File: config.mk
export PLATFORM = sky130hd
export DESIGN_NAME = mul4_share_seq_flat
export DESIGN_NICKNAME = d
export VERILOG_FILES = /design/src/rtl/mul4_share_seq_if.sv /design/src/rtl/mul4_share_seq.sv /design/src/flat_wrapper.sv
export SDC_FILE = /design/constraint.sdc
export NUM_CORES = 1
export LEC_CHECK = 0
export CORE_ASPECT_RATIO = 0.7
export CORE_MARGIN = 2
export CORE_UTILIZATION = 40
export CTS_BUF_LIST = sky130_fd_sc_hd__clkbuf_4
export DETAILED_ROUTE_END_ITERATION = 7
export PLACE_DENSITY = 0.65
export SKIP_LAST_GASP = 1
export SYNTH_ARGS = -nofsm -noshare
export SYNTH_HDL_FRONTEND = slang
export SYNTH_SLANG_ARGS = --single-unit
File: constraint.sdc
create_clock -name clk -period 7.55 [get_ports clk]
set_clock_uncertainty 0.15 [all_clocks]
set_input_delay 0.755 -clock clk [delete_from_list [all_inputs] [get_ports clk]]
set_output_delay 0.755 -clock clk [all_outputs]
set_load 0.02 [all_outputs]
File: src/rtl/mul4_share_seq_if.sv
// Request/response bundle between the requesting datapath blocks and the
// shared-multiplier sequencer.
//
// Signals:
//   req_valid [NREQ]        per-requester request valid
//   req_ready [NREQ]        per-requester accept (one-hot or zero)
//   req_a/req_b [NREQ*W]    operands, requester r owns [r*WIDTH +: WIDTH]
//   rsp_valid / rsp_ready   result handshake
//   rsp_id   [IDW]          requester that owns the result
//   rsp_prod [2*WIDTH]      unsigned product
//
// Modports: master = requester/consumer side, slave = sequencer side.
interface mul4_share_seq_if #(
  parameter int NREQ  = 2,
  parameter int WIDTH = 8
) ();
  localparam int IDW = (NREQ > 1) ? $clog2(NREQ) : 1;

  logic [NREQ-1:0]       req_valid;
  logic [NREQ-1:0]       req_ready;
  logic [NREQ*WIDTH-1:0] req_a;
  logic [NREQ*WIDTH-1:0] req_b;
  logic                  rsp_valid;
  logic                  rsp_ready;
  logic [IDW-1:0]        rsp_id;
  logic [2*WIDTH-1:0]    rsp_prod;

  modport master (
    output req_valid, req_a, req_b, rsp_ready,
    input  req_ready, rsp_valid, rsp_id, rsp_prod
  );

  modport slave (
    input  req_valid, req_a, req_b, rsp_ready,
    output req_ready, rsp_valid, rsp_id, rsp_prod
  );
endinterface

File: src/rtl/mul4_share_seq.sv
// Sequencer/arbiter sharing one external combinational 4x4 unsigned
// multiplier among NREQ requesters. A WIDTH x WIDTH product is built by
// walking every (A nibble, B nibble) pair through the array, one pair per
// cycle, and shift-accumulating the 8-bit partial products.
//
// Ports:
//   clk, rst_n     clock (rising edge), asynchronous active-low reset
//   bus            request/response bundle (slave side)
//   mul_x, mul_y   nibbles driven to the shared array (0 outside MUL)
//   mul_o          array product mul_x*mul_y, same cycle
//   busy           high whenever the FSM is not IDLE
//
// Flow: IDLE grants round-robin starting at rr_ptr, latches operands and id;
// MUL runs C*C passes; DONE holds the result until rsp_ready, then advances
// rr_ptr past the served requester.
module mul4_share_seq #(
  parameter int NREQ  = 2,
  parameter int WIDTH = 8
) (
  input  logic                clk,
  input  logic                rst_n,
  mul4_share_seq_if.slave     bus,
  output logic [3:0]          mul_x,
  output logic [3:0]          mul_y,
  input  logic [7:0]          mul_o,
  output logic                busy
);

  localparam int C     = WIDTH / 4;
  localparam int P     = C * C;
  localparam int IDW   = (NREQ > 1) ? $clog2(NREQ) : 1;
  localparam int CW    = (C > 1) ? $clog2(C) : 1;
  localparam int PW    = (P > 1) ? $clog2(P) : 1;
  localparam int PRODW = 2 * WIDTH;

  typedef enum logic [1:0] {
    S_IDLE = 2'd0,
    S_MUL  = 2'd1,
    S_DONE = 2'd2
  } state_t;

  state_t             state_q, state_d;
  logic [IDW-1:0]     rr_ptr_q, rr_ptr_d;
  logic [IDW-1:0]     id_q, id_d;
  logic [WIDTH-1:0]   a_q, a_d;
  logic [WIDTH-1:0]   b_q, b_d;
  logic [PRODW-1:0]   acc_q, acc_d;
  logic [PW-1:0]      pass_q, pass_d;
  // Nibble indices kept as separate counters so C need not be a power of two
  // (pass = i*C + j without a divider).
  logic [CW-1:0]      i_q, i_d;
  logic [CW-1:0]      j_q, j_d;

  // Round-robin grant
  logic               gnt_found;
  logic [IDW-1:0]     gnt_idx;
  logic [IDW:0]       cand;
  logic [NREQ-1:0]    gnt_vec;
  logic [WIDTH-1:0]   a_sel, b_sel;

  // Datapath helpers
  logic [WIDTH-1:0]   a_shift, b_shift;
  logic [CW+2:0]      sh;
  logic [PRODW-1:0]   part;

  // ---------------------------------------------------------------------------
  // Grant: first valid requester at or after rr_ptr, modulo NREQ. One spare
  // bit in cand lets rr_ptr+off exceed NREQ before the wrap subtraction.
  // ---------------------------------------------------------------------------
  always_comb begin
    gnt_found = 1'b0;
    gnt_idx   = '0;
    cand      = '0;
    for (int off = 0; off < NREQ; off++) begin
      cand = {1'b0, rr_ptr_q} + (IDW+1)'(off);
      if (cand >= (IDW+1)'(NREQ)) cand = cand - (IDW+1)'(NREQ);
      if (!gnt_found && bus.req_valid[cand[IDW-1:0]]) begin
        gnt_found = 1'b1;
        gnt_idx   = cand[IDW-1:0];
      end
    end
  end

  // Operand mux for the granted requester.
  always_comb begin
    a_sel = '0;
    b_sel = '0;
    for (int r = 0; r < NREQ; r++) begin
      if (gnt_idx == IDW'(r)) begin
        a_sel = bus.req_a[r*WIDTH +: WIDTH];
        b_sel = bus.req_b[r*WIDTH +: WIDTH];
      end
    end
  end

  // Ready only in IDLE; gated by rst_n so nothing is offered while reset is
  // held even though IDLE is the reset state.
  always_comb begin
    gnt_vec = '0;
    if (rst_n && state_q == S_IDLE && gnt_found) gnt_vec[gnt_idx] = 1'b1;
  end

  // ---------------------------------------------------------------------------
  // Multiplier feed and partial-product alignment
  // ---------------------------------------------------------------------------
  always_comb begin
    a_shift = a_q >> {i_q, 2'b00};
    b_shift = b_q >> {j_q, 2'b00};
    // Shift amount 4*(i+j); the extra bit keeps the sum from wrapping.
    sh      = (CW+3)'({i_q, 2'b00}) + (CW+3)'({j_q, 2'b00});
    part    = PRODW'(mul_o) << sh;
    mul_x   = 4'd0;
    mul_y   = 4'd0;
    if (state_q == S_MUL) begin
      mul_x = a_shift[3:0];
      mul_y = b_shift[3:0];
    end
  end

  // ---------------------------------------------------------------------------
  // FSM next state / datapath
  // ---------------------------------------------------------------------------
  always_comb begin
    state_d  = state_q;
    rr_ptr_d = rr_ptr_q;
    id_d     = id_q;
    a_d      = a_q;
    b_d      = b_q;
    acc_d    = acc_q;
    pass_d   = pass_q;
    i_d      = i_q;
    j_d      = j_q;

    unique case (state_q)
      S_IDLE: begin
        if (gnt_found) begin
          a_d     = a_sel;
          b_d     = b_sel;
          id_d    = gnt_idx;
          acc_d   = '0;
          pass_d  = '0;
          i_d     = '0;
          j_d     = '0;
          state_d = S_MUL;
        end
      end
      S_MUL: begin
        acc_d = acc_q + part;
        if (pass_q == PW'(P-1)) begin
          state_d = S_DONE;
        end else begin
          pass_d = pass_q + 1'b1;
          if (j_q == CW'(C-1)) begin
            j_d = '0;
            i_d = i_q + 1'b1;
          end else begin
            j_d = j_q + 1'b1;
          end
        end
      end
      S_DONE: begin
        if (bus.rsp_ready) begin
          // Next search starts just past the requester just served.
          if (id_q == IDW'(NREQ-1)) rr_ptr_d = '0;
          else                      rr_ptr_d = id_q + 1'b1;
          state_d = S_IDLE;
        end
      end
      default: state_d = S_IDLE;
    endcase
  end

  always_ff @(posedge clk or negedge rst_n) begin
    if (!rst_n) begin
      state_q  <= S_IDLE;
      rr_ptr_q <= '0;
      id_q     <= '0;
      a_q      <= '0;
      b_q      <= '0;
      acc_q    <= '0;
      pass_q   <= '0;
      i_q      <= '0;
      j_q      <= '0;
    end else begin
      state_q  <= state_d;
      rr_ptr_q <= rr_ptr_d;
      id_q     <= id_d;
      a_q      <= a_d;
      b_q      <= b_d;
      acc_q    <= acc_d;
      pass_q   <= pass_d;
      i_q      <= i_d;
      j_q      <= j_d;
    end
  end

  // ---------------------------------------------------------------------------
  // Outputs: result fields are forced to 0 outside DONE so the in-progress
  // accumulator is never visible.
  // ---------------------------------------------------------------------------
  always_comb begin
    bus.req_ready = gnt_vec;
    bus.rsp_valid = (state_q == S_DONE);
    bus.rsp_prod  = (state_q == S_DONE) ? acc_q : '0;
    bus.rsp_id    = (state_q == S_DONE) ? id_q  : '0;
    busy          = (state_q != S_IDLE);
  end

endmodule

File: src/flat_wrapper.sv
// flat-port wrapper written by rule: the top's interface ports become plain ports
module mul4_share_seq_flat 
#(
  parameter int NREQ  = 2,
  parameter int WIDTH = 8
)
  (clk, rst_n, mul_x, mul_y, mul_o, busy, bus_req_valid, bus_req_a, bus_req_b, bus_rsp_ready, bus_req_ready, bus_rsp_valid, bus_rsp_id, bus_rsp_prod);
  mul4_share_seq_if #(.NREQ(NREQ), .WIDTH(WIDTH)) bus_i ();
  input  logic clk;
  input  logic rst_n;
  output logic [3:0] mul_x;
  output logic [3:0] mul_y;
  input  logic [7:0] mul_o;
  output logic busy;
  input wire logic [$bits(bus_i.req_valid)-1:0] bus_req_valid;
  input wire logic [$bits(bus_i.req_a)-1:0] bus_req_a;
  input wire logic [$bits(bus_i.req_b)-1:0] bus_req_b;
  input wire logic [$bits(bus_i.rsp_ready)-1:0] bus_rsp_ready;
  output wire logic [$bits(bus_i.req_ready)-1:0] bus_req_ready;
  output wire logic [$bits(bus_i.rsp_valid)-1:0] bus_rsp_valid;
  output wire logic [$bits(bus_i.rsp_id)-1:0] bus_rsp_id;
  output wire logic [$bits(bus_i.rsp_prod)-1:0] bus_rsp_prod;
  assign bus_i.req_valid = bus_req_valid;
  assign bus_i.req_a = bus_req_a;
  assign bus_i.req_b = bus_req_b;
  assign bus_i.rsp_ready = bus_rsp_ready;
  assign bus_req_ready = bus_i.req_ready;
  assign bus_rsp_valid = bus_i.rsp_valid;
  assign bus_rsp_id = bus_i.rsp_id;
  assign bus_rsp_prod = bus_i.rsp_prod;
  mul4_share_seq #(.NREQ(NREQ), .WIDTH(WIDTH)) u_core (.clk(clk), .rst_n(rst_n), .bus(bus_i), .mul_x(mul_x), .mul_y(mul_y), .mul_o(mul_o), .busy(busy));
endmodule
# Word-level counts from Yosys, hierarchy flattened
# Index checks and enable logic that the tools add are counted.
# W data, S select, Z words.
# classes
add_sub_neg	9
mul	0
n_div	0
order_cmp	6
n_eq_ne	8
n_shift	3
muxes	36
bitwise	0
n_reduce_logical	14
# op_table
cell	n
$mux W16	2
$pmux W16 S2	1
$mux W1	18
$add A16 B16 Y16	1
$mux W8	2
$shl A8 B4 Y16	1
$shr A8 B3 Y4	2
$mux W2	6
$mux W4	2
$lt A1 B2 Y1 const B	3
$ne A2 B2 Y1 const B	3
$pmux W2 S3	1
$reduce_and A2 Y1	3
$reduce_and A3 Y1	2
$add A3 B3 Y4	1
$eq A2 B2 Y1 const B	2
$logic_and A1 B1 Y1	4
$ne A2 B1 Y1 const B	2
$pmux W1 S2	2
$pmux W2 S2	1
$reduce_and A4 Y1	1
$reduce_bool A2 Y1	2
$add A1 B1 Y1 const B	3
$add A1 B1 Y2 const B	1
other kinds (9)	10
# totals
reg_bits	40
latch_bits	0
ram_bits	0
romBits	0
input_bits	45
output_inout_bits	29
elab_cells	85
n_memories	0

# Logic depth before layout (Yosys ltp)
# depth
depth_word	13
depth_mapped	13
mapped_depth_nobuf	12

# Worst setup path before layout
# OpenSTA, ideal clock, no wires.
# synth_timing
path_kind	register -> register
from	reg u_core.j_q
to	reg u_core.acc_q[10]
setup_time_ns	0.124
arrival_ns	2.603
t_required_ns	7.276
setup_slack_ns	4.673
path_stages_with_launch	14
path_buffers	1
synth_period_minus_slack_ns	2.877
cell_sequence	dfrtp_1 ha_1 buf_2 nor2_1 and2_1 ha_1 inv_1 fa_1 nor2b_1 o211ai_2 a21boi_2 or4b_1 o41ai_1 a211o_1
# synth_between
elab_chain_cells	4
# synth_lines
item	line_no	source
start, declared	mul4_share_seq.sv:52	logic [CW-1:0] j_q, j_d;
start signal, assigned	mul4_share_seq.sv:193	j_q <= j_d;
$add A3 B3 Y4	mul4_share_seq.sv:110	sh = (CW+3)'({i_q, 2'b00}) + (CW+3)'({j_q, 2'b00});
$shl A8 B4 Y16	mul4_share_seq.sv:111	part = PRODW'(mul_o) << sh;
$add A16 B16 Y16	mul4_share_seq.sv:148	acc_d = acc_q + part;
$pmux W16 S2	mul4_share_seq.sv:134	unique case (state_q)
end signal, assigned	mul4_share_seq.sv:180	acc_q <= '0;
end signal, assigned	mul4_share_seq.sv:190	acc_q <= acc_d;
end, declared	mul4_share_seq.sv:47	logic [PRODW-1:0] acc_q, acc_d;
# No other way between the ends.
# A chain may end at the register's enable or synchronous reset.

# Final worst setup path
# layout_timing
from	in bus_req_valid[0]
to	out bus_req_ready[0]
# layout_between
elab_chain_cells	11
word_cells_on_any_way	17
classes_between	order compare: 2; mux: 11; reduce/logical: 4
# layout_lines
item	line_no	source
start, declared	flat_wrapper.sv:15	input wire logic [$bits(bus_i.req_valid)-1:0] bus_req_valid;
$mux W1 (not written as such) (2 in series)	mul4_share_seq.sv:77	if (!gnt_found && bus.req_valid[cand[IDW-1:0]]) begin
$mux W1	mul4_share_seq.sv:77	
$logic_not A1 Y1	mul4_share_seq.sv:77	
$logic_and A1 B1 Y1	mul4_share_seq.sv:77	
$mux W1	mul4_share_seq.sv:77	
$lt A1 B2 Y1 (not written as such) / $ge A1 B1 Y1 (equally long branches)	mul4_share_seq.sv:100	if (rst_n && state_q == S_IDLE && gnt_found) gnt_vec[gnt_idx] = 1'b1;
$logic_and A1 B1 Y1 (not written as such)	mul4_share_seq.sv:100	
$mux W1 (not written as such)	mul4_share_seq.sv:100	
$demux W1 S1	n/a	
$mux W2 (*)	mul4_share_seq.sv:100	
end, declared	flat_wrapper.sv:19	output wire logic [$bits(bus_i.req_ready)-1:0] bus_req_ready;
# Every way passes the cells marked *; elsewhere a longest branch is shown, timed or not. The select of a mux whose other input is x is not followed.

==> key figures <==
Clock tree
  – CTS Hold Bufs: 0
  – Clk sinks: 40
  – Worst skew pair latency: 0.36 ns
  – H-tree levels: 2
  – Register clock-pin slew on the reported worst setup and hold paths: 0.12 ns
  – Clk Tree Root Cell: clkbuf_4
  – CTS Buf Count: 5
  – Clock Tree Buf Depth: 2
  – Cts repair resizes: 0
  – CTS tree: done
  – Setup repair bufs after CTS: 0

Critical path
  – Crit path largest cell delay: 0.60 ns
  – R2r startpoint: u_core.j_q
  – Worst path cell trace: clkdlybuf4s50_1 > inv_1 > o21ai_2 > buf_4 > and3_1 > clkdlybuf4s50_1
  – Startpoint type of the worst setup path: input port
  – Critical Path RT: 6.64 ns
  – CP Max Fanout: 19
  – R2R Setup Slk: 4.09 ns
  – Stages on the worst setup path: 6
  – Worst Reg2Reg Path Length in Cells: 12
  – Most Frequent Cell on Critical Path: clkdlybuf4s50_1
  – CP endpoint: bus_req_ready[0]
  – Critical Path AT: ~2.6 ns
  – R2r endpoint: u_core.acc_q[10]
  – Worst path slowest cell: clkdlybuf4s50_1
  – Critical path class: input port to output pin
  – Delay-heaviest family, CP: buffers and inverters
  – Worst setup startpoint: bus_req_valid[0]
  – Buf/Inv on CP: 4
  – Crit. End Element: output pin

GRT
  – Initial antenna violation count: 0
  – Vias in the first global route: 2445
  – First-pass GRT wire length: about 12000 microns
  – Grt ovf: 0
  – Largest net degree at the start of global routing: 43
  – GRT Total Usage: 0.199

Floorplan
  – Die Ht: 75.6 microns
  – Core Region: roughly 7200 sq um
  – Chip width: 106 microns
  – Die ar.: 8020 sq um
  – Ports: 74
  – Row cnt: 26
  – Initial cell density of the core: 0.407

Detailed routing
  – DRC viols: 0
  – Via count: 2640
  – Final ANT Viol Nets: 0
  – Routed len/inst: around 16 microns
  – Drt pass-1 iters: 5
  – Via/cell ratio: 5.31
  – Routed WL: 7720 microns
  – Drt initial violations: 125

Cells and area
  – Area Growth Syn to Fin: 31.0%
  – Diodes inserted: 0
  – FILL cells: 693
  – Layout cells sized above 1: 0.0627
  – Post-layout util: 0.533
  – Final #Nets: 462

STA
  – Final worst slack: 4.08 ns
  – Period utilisation layout: 0.460
  – Final Hold Vio Count: 0
  – Final TNS setup: 0 ns
  – Least-Margin Pin Slew: 0.930 ns
  – Min Clock Period, post-route: around 3.5 ns
  – Unrepaired setup endpoints after global routing: no
  – Final Setup Violations: 0
  – Max-slew headroom: 0.380
  – Pins over their slew limit: 0
  – Fmax achieved: 288 MHz

Placed design
  – GP Congestion: between 0.9 and 1
  – Port bufs: 73
  – DP HPWL: 5780 microns
  – DP Worst Slack: 4.06 ns

Yosys
  – Synth unique cells: just under 50
  – Synth async-reset ratio: 1.00
  – Main flop type after synthesis: dfrtp_1
  – Post-synth top cells: dfrtp_1, o21ai_0, mux2i_1, nand2_1, and2_1
  – Synth top area share: 0.342
  – Synth area leaders: dfrtp_1, mux2i_1, ha_1
  – Cell area after synthesis: ~3000 sq um
  – Synth area leader: dfrtp_1
  – Yosys warns: 0
  – Post-Syn Area per Cell: 8.76 sq um
  – Net count after synthesis: 397
  – Number of synthesized flops with an enable pin: 0
  – Gate Count Post-Synth: 334
  – Sequential-to-total area share from yosys stat: 0.342
  – Top-count cell post-synth: dfrtp_1
  – Number of synthesized register bits: 40

Power and ir drop
  – LEAKAGE: 0.00175 uW
  – Max VDD drop: 0.000204 V
  – PwrDens: approximately 470 nW/um^2

Worst hold path
  – Worst min path class: register to register

Flow run
  – Max Cap Violations: 0

Status
  – Status: finished clean
[report_power, final]
group	total [uW]	leakage (uW)	switching, uW	internal, uW
clock network	179	0.0000513	77.7	101
registers	408	0.000493	83.2	325
logic	1200	0.00120	684	512
total	1780	0.00175	845	938
[cell families after synthesis]
kind of cell,synth area share
DFF,0.342
xor gates and xnor gates,0.0329
buffers and inverters,0.0393
AOI/OAI and AO/OA,0.185
and+or+nand+nor,0.207
adders and majority gates,0.0796
muxes,0.114
[how the worst min path moves through the flow]
| stage | start | endpoint | slack (ns) | cells past startpoint |
|---|---|---|---|---|
| 2_1_floorplan | u_core.a_q[0] | u_core.a_q[0] | 0.30 | 2 |
| 3_3_place_gp | u_core.b_q[6] | u_core.b_q[6] | 0.31 | 2 |
| 3_5_place_dp | u_core.b_q[5] | u_core.b_q[5] | 0.32 | 2 |
| 4_1_cts | u_core.b_q[5] | u_core.b_q[5] | 0.35 | 2 |
| 5_1_grt | u_core.b_q[6] | u_core.b_q[6] | 0.37 | 2 |
| 6_report | u_core.b_q[5] | u_core.b_q[5] | 0.34 | 2 |
[per-stage QoR]
| step | std cells | instance area [sq um] | hold WS [ns] | power, uW |
|---|---|---|---|---|
| after detailed placement | 490 | 3730 | 0.320 | 1600 |
| after floorplan | 334 | 2930 | 0.299 | 1280 |
| final | 497 | 3830 | 0.343 | 1780 |
| after global placement | 490 | 3730 | 0.314 | 1580 |
| after CTS | 497 | 3830 | 0.349 | 1780 |
| after global routing | 497 | 3830 | 0.375 | 1940 |
[state kept, by name, summed over array words and instances (netlist names)]
register         count
u_core.j_q           1
u_core.b_q           8
u_core.a_q           8
u_core.id_q          1
u_core.acc_q        16
u_core.i_q           1
u_core.rr_ptr_q      1
u_core.state_q       2
u_core.pass_q        2
[area by class of cell]
type | instances | area (sq um) | area share
clock inverters | 2 | 60.1 | 0.0157
clock buffers | 5 | 37.5 | 0.00980
inverters | 10 | 37.5 | 0.00980
repair buffers | 77 | 756 | 0.197
multi-input cells | 265 | 1820 | 0.474
flip-flops and latches | 40 | 1000 | 0.261
well taps | 98 | 123 | 0.0320
[cells in the final DEF (no fill, tap or decap), drive strengths merged, types with 4 or more instances in the layout]
master / Yosys / final
and2: 21 / 21
xnor2: 4 / 4
nand2: 30 / 30
clkdlybuf4s50: 0 / 72
nand3: 19 / 19
a21o: 5 / 5
nand2b: 4 / 4
xor2: 7 / 7
o21a: 4 / 4
dfrtp: 40 / 40
clkbuf: 12 / 5
ha: 17 / 17
o21ai: 41 / 41
a21oi: 14 / 14
buf: 7 / 5
mux2i: 30 / 30
a22o: 6 / 6
nor2b: 10 / 10
inv: 10 / 10
nor2: 20 / 20
nor3: 5 / 5
[worst min-delay path: stages, from the launching register on]
cell,delay [ns]
dfrtp_1,0.37
nand2_1,0.04
o21ai_0,0.06
[metal layers]
metal	wire, microns	track usage	share of wire	vias to the layer above
met2	3100	0.301	0.40	101
li1	-	-	-	1312
met5	0	0	0	-
met4	61	0.0439	0.0079	0
met3	513	0.0376	0.066	7
met1	4040	0.296	0.52	1220
No activity file was read; power rests on OpenSTA's default activity.
